### src/rtl/mult_pkg.sv
// Shared types and widths for the multiplier job sequencer and its operand queue.
package mult_pkg;

  localparam int OP_W   = 4;
  localparam int PROD_W = 8;

  typedef enum logic [1:0] {
    IDLE  = 2'd0,
    ISSUE = 2'd1,
    WAIT  = 2'd2,
    HOLD  = 2'd3
  } state_e;

endpackage

### src/rtl/mult_op_fifo.sv
// Operand-pair queue: power-of-two depth, pointers wrap naturally, level counts 0..DEPTH.
module mult_op_fifo #(
  parameter  int DEPTH = 4,
  parameter  int WIDTH = 8,
  localparam int AW    = $clog2(DEPTH),
  localparam int LW    = AW + 1
) (
  input  logic             clk,
  input  logic             rst,
  input  logic             push,
  input  logic             pop,
  input  logic [WIDTH-1:0] din,
  output logic [WIDTH-1:0] dout,
  output logic             full,
  output logic             empty,
  output logic [LW-1:0]    level
);

  logic [WIDTH-1:0] mem_q [DEPTH];
  logic [AW-1:0]    wr_ptr_q;
  logic [AW-1:0]    rd_ptr_q;
  logic [LW-1:0]    level_q;
  logic [LW-1:0]    level_d;
  logic             do_push;
  logic             do_pop;

  assign do_push = push && !full;
  assign do_pop  = pop && !empty;

  always_comb begin
    // NOTE: combinational blocks use blocking '=' and assign a default first so no latch is inferred.
    level_d = level_q;
    case ({do_push, do_pop})
      2'b10:   level_d = level_q + LW'(1);
      2'b01:   level_d = level_q - LW'(1);
      default: ;
    endcase
  end

  // NOTE: sequential state uses non-blocking '<=' so every flop samples pre-edge values.
  always_ff @(posedge clk or posedge rst) begin
    if (rst) begin
      wr_ptr_q <= '0;
      rd_ptr_q <= '0;
      level_q  <= '0;
    end else begin
      if (do_push) wr_ptr_q <= wr_ptr_q + AW'(1);
      if (do_pop)  rd_ptr_q <= rd_ptr_q + AW'(1);
      level_q <= level_d;
    end
  end

  // NOTE: storage is deliberately not reset; the pointers and level alone define which entries are valid.
  always_ff @(posedge clk) begin
    if (do_push) mem_q[wr_ptr_q] <= din;
  end

  assign dout  = mem_q[rd_ptr_q];
  assign full  = (level_q == LW'(DEPTH));
  assign empty = (level_q == '0);
  assign level = level_q;

endmodule

### src/rtl/mult_job_sequencer.sv
// Queues operand pairs and runs them one at a time through an external sequential multiplier.
// Optional WAIT watchdog with sticky timeout_err: define MULT_JOB_TIMEOUT_EN.
module mult_job_sequencer
  import mult_pkg::*;
#(
  parameter  int FIFO_DEPTH     = 4,
  parameter  int TIMEOUT_CYCLES = 15,
  localparam int LVL_W          = $clog2(FIFO_DEPTH) + 1
) (
  input  logic              clk,
  input  logic              rst,
  input  logic              in_valid,
  output logic              in_ready,
  input  logic [OP_W-1:0]   in_a,
  input  logic [OP_W-1:0]   in_b,
  output logic              mul_start,
  output logic [OP_W-1:0]   mul_a,
  output logic [OP_W-1:0]   mul_b,
  input  logic              mul_done,
  input  logic [PROD_W-1:0] mul_product,
  output logic              out_valid,
  input  logic              out_ready,
  output logic [PROD_W-1:0] out_product,
  output logic [LVL_W-1:0]  fifo_level,
  output logic              timeout_err
);

  state_e              state_q;
  logic                mul_start_q;
  logic [OP_W-1:0]     mul_a_q;
  logic [OP_W-1:0]     mul_b_q;
  logic                out_valid_q;
  logic [PROD_W-1:0]   out_product_q;

  logic                fifo_full;
  logic                fifo_empty;
  logic                fifo_push;
  logic                fifo_pop;
  logic [2*OP_W-1:0]   fifo_head;
  logic                timeout_hit;

  assign in_ready  = !fifo_full;
  assign fifo_push = in_valid && in_ready;
  assign fifo_pop  = (state_q == IDLE) && !fifo_empty;

  mult_op_fifo #(
    .DEPTH (FIFO_DEPTH),
    .WIDTH (2 * OP_W)
  ) u_fifo (
    .clk   (clk),
    .rst   (rst),
    .push  (fifo_push),
    .pop   (fifo_pop),
    .din   ({in_a, in_b}),
    .dout  (fifo_head),
    .full  (fifo_full),
    .empty (fifo_empty),
    .level (fifo_level)
  );

`ifdef MULT_JOB_TIMEOUT_EN
  localparam int TO_W = $clog2(TIMEOUT_CYCLES + 1);

  logic [TO_W-1:0] wait_cnt_q;
  logic            timeout_err_q;

  // Fires on the last of TIMEOUT_CYCLES consecutive WAIT cycles without a completion.
  assign timeout_hit = (state_q == WAIT) && !mul_done &&
                       (wait_cnt_q == TO_W'(TIMEOUT_CYCLES - 1));

  always_ff @(posedge clk or posedge rst) begin
    if (rst) begin
      wait_cnt_q    <= '0;
      timeout_err_q <= 1'b0;
    end else begin
      wait_cnt_q <= (state_q == WAIT) ? wait_cnt_q + TO_W'(1) : '0;
      if (timeout_hit) timeout_err_q <= 1'b1;
    end
  end

  assign timeout_err = timeout_err_q;
`else
  logic unused_timeout_cfg;

  assign unused_timeout_cfg = (TIMEOUT_CYCLES > 0);
  assign timeout_hit        = 1'b0;
  assign timeout_err        = 1'b0;
`endif

  always_ff @(posedge clk or posedge rst) begin
    if (rst) begin
      state_q       <= IDLE;
      mul_start_q   <= 1'b0;
      mul_a_q       <= '0;
      mul_b_q       <= '0;
      out_valid_q   <= 1'b0;
      out_product_q <= '0;
    end else begin
      case (state_q)
        IDLE: begin
          if (!fifo_empty) begin
            {mul_a_q, mul_b_q} <= fifo_head;
            mul_start_q        <= 1'b1;
            state_q            <= ISSUE;
          end
        end
        ISSUE: begin
          mul_start_q <= 1'b0;
          state_q     <= WAIT;
        end
        WAIT: begin
          // Completion pulses are only meaningful here; every other state drops them.
          if (mul_done) begin
            out_product_q <= mul_product;
            out_valid_q   <= 1'b1;
            state_q       <= HOLD;
          end else if (timeout_hit) begin
            state_q <= IDLE;
          end
        end
        HOLD: begin
          if (out_ready) begin
            out_valid_q <= 1'b0;
            state_q     <= IDLE;
          end
        end
        default: state_q <= IDLE;
      endcase
    end
  end

  assign mul_start   = mul_start_q;
  assign mul_a       = mul_a_q;
  assign mul_b       = mul_b_q;
  assign out_valid   = out_valid_q;
  assign out_product = out_product_q;

endmodule

### config.mk
export PLATFORM = sky130hd
export DESIGN_NAME = mult_job_sequencer
export DESIGN_NICKNAME = d
export VERILOG_FILES = /design/src/rtl/mult_pkg.sv /design/src/rtl/mult_op_fifo.sv /design/src/rtl/mult_job_sequencer.sv
export SDC_FILE = /design/constraint.sdc
export NUM_CORES = 1
export LEC_CHECK = 0
export CORE_MARGIN = 2
export CORE_UTILIZATION = 42
export CTS_CLUSTER_SIZE = 20
export DETAILED_ROUTE_END_ITERATION = 10
export PLACE_DENSITY = 0.62
export SLEW_MARGIN = 20
export SYNTH_ARGS = -nofsm -noshare
export SYNTH_HDL_FRONTEND = slang
export SYNTH_HIERARCHICAL = 1
export SYNTH_SLANG_ARGS = --single-unit
### constraint.sdc
create_clock -name clk -period 2.9 [get_ports clk]
set_input_delay 0.58 -clock clk [delete_from_list [all_inputs] [get_ports clk]]
set_output_delay 0.58 -clock clk [all_outputs]
set_load 0.005 [all_outputs]
; Word level (Yosys, flattened, before mapping)
; Memory sizes are Yosys's and may differ from the RTL's. A register that Yosys moved wholly into a read port is not among the register bits.
; Cells that the tools add are included.
[totals]
ram_bits = 32
inputBits = 21
ff_bits = 19
mem_count = 1
[memory_table]
columns = memory, depth, width, rd, rd_clocked_by_memory_dff, write_ports, line_no
row1 = u_fifo.mem_q, 4, 8, 1, 1, 1, mult_op_fifo.sv:19  ; logic [WIDTH-1:0] mem_q [DEPTH];
[op_classes]
n_eq_ne = 9
n_bitwise = 1
n_addsub = 4
n_reduce_logical = 16
mux = 12
[op_table]
columns = op, count
row1 = 2-bit case mux with 4 select lines, 1
row2 = "2-bit equality test, second input constant", 3
row3 = 2-bit two-way mux, 3
row4 = "2-bit inequality test, second input constant", 3
row5 = 3-bit case mux with 2 select lines, 1
row6 = 2-bit AND reduction, 3
row7 = 3-bit AND reduction, 2
row8 = 2-bit nonzero test, 3
row9 = 1-bit two-way mux, 5
row10 = "2-bit by 1-bit adder with 2-bit output, second input constant", 2
row11 = "2-bit by 1-bit equality test with 1-bit output, second input constant", 2
row12 = 1-bit logical AND, 4
row13 = 1-bit case mux with 2 select lines, 2
row14 = "3-bit by 1-bit adder with 3-bit output, second input constant", 1
row15 = "3-bit equality test, second input constant", 1
row16 = 3-bit zero test, 1
row17 = "3-bit by 1-bit subtractor with 3-bit output, second input constant", 1
row18 = 1-bit zero test, 2
row19 = 2-bit zero test, 1
row20 = 1-bit inverter, 1

; Longest topological paths before layout
[logic_depth]
ltp_word = 6
ltp_mapped = 11
depth_no_buf = 10

; Modules after synthesis
; Netlist, hierarchy kept.
[by_module_without_submodules]
columns = module, seq_area_each_um2, instances, area_per_inst_um2, cells_each
row1 = mult_op_fifo, 1136.1, 1, 1596.5, 80
row2 = mult_job_sequencer, 500.5, 1, 880.8, 65

; Least setup slack after synthesis
; OpenSTA, ideal clock, no wires.
[synth_path]
path_type = reg2reg
startpoint = register state_q[0]
endpoint = register u_fifo.level_q[2], in the netlist u_fifo/level[2]
path_stages_with_launch = 12
setup_time_ps = 79
setup_slack_ps = 685
t_arrival_ps = 2136
path_buffers = 1
cell_sequence = dfrtp_1 > inv_1 > ha_1 > nor2b_1 > buf_2 > o31a_2 > ha_1 > inv_1 > fa_1 > xor2_1 > nor2_1 > xor2_1
[synth_via]
elab_chain_cells = 5
word_cells_on_any_way = 7
[synth_rtl]
columns = item, line_no
row1 = start: declaration, mult_job_sequencer.sv:28  ; state_e state_q;
row2 = start signal: assignment, mult_job_sequencer.sv:92  ; state_q <= IDLE;
row3 = start signal: assignment, mult_job_sequencer.sv:104  ; state_q <= ISSUE;
row4 = start signal: assignment, mult_job_sequencer.sv:109  ; state_q <= WAIT;
row5 = 2-bit zero test *, mult_job_sequencer.sv:44  ; assign fifo_pop = (state_q == IDLE) && !fifo_empty;
row6 = 1-bit logical AND *, mult_job_sequencer.sv:44
row7 = net fifo_pop, mult_job_sequencer.sv:38  ; logic fifo_pop;
row8 = 1-bit logical AND *, mult_op_fifo.sv:28  ; assign do_pop = pop && !empty;
row9 = net u_fifo.do_pop, mult_op_fifo.sv:25  ; logic do_pop;
row10 = 2-bit by 1-bit equality test with 1-bit output or 2-bit equality test (tied branches), mult_op_fifo.sv:33  ; case ({do_push, do_pop})
row11 = 3-bit case mux with 2 select lines or 2-bit nonzero test (tied branches), -
row12 = end signal: assignment, mult_op_fifo.sv:49  ; level_q <= level_d;
row13 = end: declaration, mult_op_fifo.sv:22  ; logic [LW-1:0] level_q;
; Mark *: on every way through the listed nets, which the timed path passes. The rest lies on a longest branch.
; A chain may end at the register's enable or synchronous reset.

; Worst setup path in the final report
[layout_path]
startpoint = register state_q[0]
endpoint = register u_fifo.level_q[2], in the netlist u_fifo/level[2]
[layout_via]
elab_chain_cells = 5
word_cells_on_any_way = 7
[layout_rtl]
columns = item, line_no
row1 = 2-bit zero test *, mult_job_sequencer.sv:44
row2 = 1-bit logical AND *, mult_job_sequencer.sv:44
row3 = 1-bit logical AND *, mult_op_fifo.sv:28
row4 = net u_fifo.do_pop, mult_op_fifo.sv:25
row5 = 2-bit by 1-bit equality test with 1-bit output or 2-bit equality test (tied branches), mult_op_fifo.sv:33
row6 = 3-bit case mux with 2 select lines or 2-bit nonzero test (tied branches), -
; Marked as above.

==> metrics list <==
* Number of instances in the placed design: 256
* Synthesized area per cell: around 17 µm²
- Diode insertion count for antenna repair: 0
- Length of the first detailed-routing pass in iterations: 4
* CTS clock-pin slew for the worst setup and hold paths: 70 ps
- Setup repair after global routing missed its margin: no
* Number of nets in the final layout: roughly 230
* Std-Cell Rows: 27
* Area of placed instances: 0.00297 mm²
- The finished cells cover about 0.0032 mm².
- Cell Area, Synth: around 0.0025 mm²
- By area the synthesized netlist is led by edfxtp_1, dfrtp_1, mux2_2.
- Floorplan die height: just over 80 µm
- Kind of start point of the critical path: flip-flop
- After detailed routing, the average wire length per cell comes to between 15 and 20 µm.
- Most frequent cells in the layout: clkdlybuf4s50_1, edfxtp_1, dfrtp_1
- Post-CTS setup repair buffer count: 0
- For the worst setup path, the data arrival time is between 2000 and 2500 ps.
- In the final layout, the share of cells above drive strength 1 is 0.245.
- Clock latency on the worst-skew pair, taken at its later pin, is 340 ps.
- Cells after Synth: 145
* Power density normalized to cell area: 1070 mW/mm²
* Number of global-route vias before repair: roughly 1400
- Total global routing track utilization: 0.146
- The flow ran to the end, and the final reports show no timing, DRC or antenna violations.
* Worst Setup Path Type: reg -> reg
- The path class of the tightest hold or removal check is reg -> reg.
- Number of storage elements in the synthesis netlist: 59
- Setup violations remaining at the end of the flow were counted as 0.
- Routability-driven placement finished with a final weighted congestion of ~0.7.
- Post-synthesis cell type count: 28
* Most common cell after layout, fill and taps aside: clkdlybuf4s50_1
- The count of endpoints failing hold in the final timing report is 0.
- Dividing the final minimum period by the clock period gives 0.768.
- TritonCTS clock tree: built
* Sequential element share of the synthesized area: 0.661
* Top cell type's share of synthesized area: 0.388
- # DRC: 0
* Final ANT Viol Nets: 0
- Clock skew on the completed layout was measured at ~11 ps.
- Measured along the x axis, the die boundary spans a little over 80 µm.
- The routed design has 4.22 mm of wire.
* Worst Path Max Fanout: 4
* Number of warning messages in the yosys log: 6
* Starting Density: 0.442
- Peak supply drop: between 400 and 500 µV
* Number of DRC markers in iteration 0: 75
- Shortest period the worst path allows: about 2200 ps
- Counting along the longest clock path gives a buffer depth of 2.
- In this run the number of H-tree levels came out at 3.
- Summed over all layers, the global routing overflow is 0.
- Pin placement for this block handled 44 I/O pins.
- Number of buffers inserted by hold repair at cts: 0
- CTS Buf Count: 9
* Worst setup timing slack at the placement stage: ~470 ps
* LEAKAGE: between 1 and 1.5 nW
- Initial antenna violation count: 0
- Number of enable flip-flop cells after synthesis: 32
- Buffers on Ports: 42
- Excluding fillers, the count of instances in the completed layout stands at 272.
- Vias per Instance: roughly 5
- Share of flip-flops with an asynchronous set or reset: 0.458
- Area of the die: 0.00653 mm²
- Critical Path Sink Type: flip-flop
* Total number of clock tree sinks: between 50 and 60
* Most used DFF post-synth: edfxtp_1
* Library cell with the largest summed area after synthesis: edfxtp_1
- Count of cells resized by post-cts repair: 0
* Relative slew margins: 0.432
* Core footprint: approximately 0.0056 mm²
* Max-cap viol count: 0
* Wire length of the first global-routing pass: 6.78 mm
- Largest net degree at the start of global routing: 21
- Setup TNS: 0 ps
* Net count of the mapped netlist: 177
- Library cell used as clock root buffer: clkbuf_8
- Area Growth Syn to Fin: 28.1%
- Final Slew Violations: 0
- Detailed routing inserted a total of approximately 1400 vias.
- For the worst setup path, the data required time is between 3000 and 4000 ps.
* Post-DP HPWL: approximately 3.0 mm
- Least setup slack across all paths after layout: around 670 ps
- Highest achievable clock rate: 449 MHz
- Slew at the pin closest to its max-slew limit: approximately 850 ps
cell usage after synthesis (all sizes together) (2+ instances only):
| master | instances |
|---|---|
| buf | 3 |
| nor2b | 4 |
| mux4 | 8 |
| xor2 | 3 |
| mux2 | 18 |
| edfxtp | 32 |
| ha | 10 |
| xnor2 | 3 |
| nand2 | 4 |
| inv | 14 |
| nor2 | 2 |
| mux2i | 3 |
| and2 | 4 |
| dfrtp | 27 |
report_power, final:
group	switching [mW]	leakage (nW)	internal [mW]	total (mW)
logic	0.456	0.542	0.773	1.23
registers	0.226	0.608	1.19	1.42
clock network	0.336	0.0958	0.400	0.736
total	1.02	1.25	2.36	3.38
critical path: stages (launching register included):
cell	delay, ps
dfrtp_1	420
inv_1	120
ha_1	220
nor2b_1	190
o31a_2	200
ha_1	180
inv_1	60
fa_1	370
xor2_1	150
nor2_1	110
xor2_1	150
sequential cells by signal, summed over array words and instances (netlist names):
| name | count |
|---|---|
| out_product | 8 |
| mul_a | 4 |
| out_valid | 1 |
| u_fifo/rd_ptr_q | 2 |
| mul_b | 4 |
| u_fifo/wr_ptr_q | 2 |
| u_fifo/mem_q | 32 |
| mul_start | 1 |
| u_fifo/level | 3 |
| state_q | 2 |
metal layers:
layer | global-route usage | share of wire | vias up
met5 | 0 | 0 | -
met4 | 0.0661 | 0.018 | 0
met3 | 0.0556 | 0.060 | 9
met2 | 0.233 | 0.49 | 34
met1 | 0.176 | 0.43 | 693
li1 | - | - | 620
cell type report:
type,instances,area [µm²]
clock inverters,7,76.3
multi-input cells,68,767
fillers,469,2430
repair buffers,43,428
well taps,72,90.1
clock buffers,9,124
inverters,14,52.6
flip-flops and latches,59,1640
cells by family (layout without fill, tap and decap cells):
logic type | count (synthesis) | after routing | share of synthesized area
flip-flops | 59 | 59 | 0.661
XOR/XNOR | 6 | 6 | 0.0212
multiplexers | 29 | 29 | 0.168
adder cells (fa/ha/maj) | 11 | 11 | 0.0586
buffers and inverters | 18 | 73 | 0.0298
AO/OA/AOI/OAI | 5 | 5 | 0.0162
other | 1 | 1 | 0.00151
AND/OR/NAND/NOR | 16 | 16 | 0.0439
stage by stage:
step	util	hold slack (ps)	power [mW]
3_3_place_gp	0.530	487	2.62
3_5_place_dp	0.530	491	2.69
5_1_grt	0.566	524	3.60
6_report	0.566	503	3.38
4_1_cts	0.566	507	3.43
2_1_floorplan	-	383	2.15
path summary, 6_finish.rpt:
check | from | endpoint | slack, ps | cells past startpoint
max | state_q[0]$_DFFE_PP0P_ | u_fifo/level[2]$_DFFE_PP0P_ | 670 | 10
min | out_product[0]$_DFFE_PP0P_ | out_product[0]$_DFFE_PP0P_ | 500 | 1
min reg2reg | out_product[0]$_DFFE_PP0P_ | out_product[0]$_DFFE_PP0P_ | 500 | 1
max reg2reg | state_q[0]$_DFFE_PP0P_ | u_fifo/level[2]$_DFFE_PP0P_ | 670 | 10
max in group asynchronous | rst | out_product[2]$_DFFE_PP0P_ | 1620 | 2
min in group asynchronous | rst | u_fifo/wr_ptr_q[1]$_DFFE_PP0P_ | 510 | 2
(Power assumes the default switching activity.)
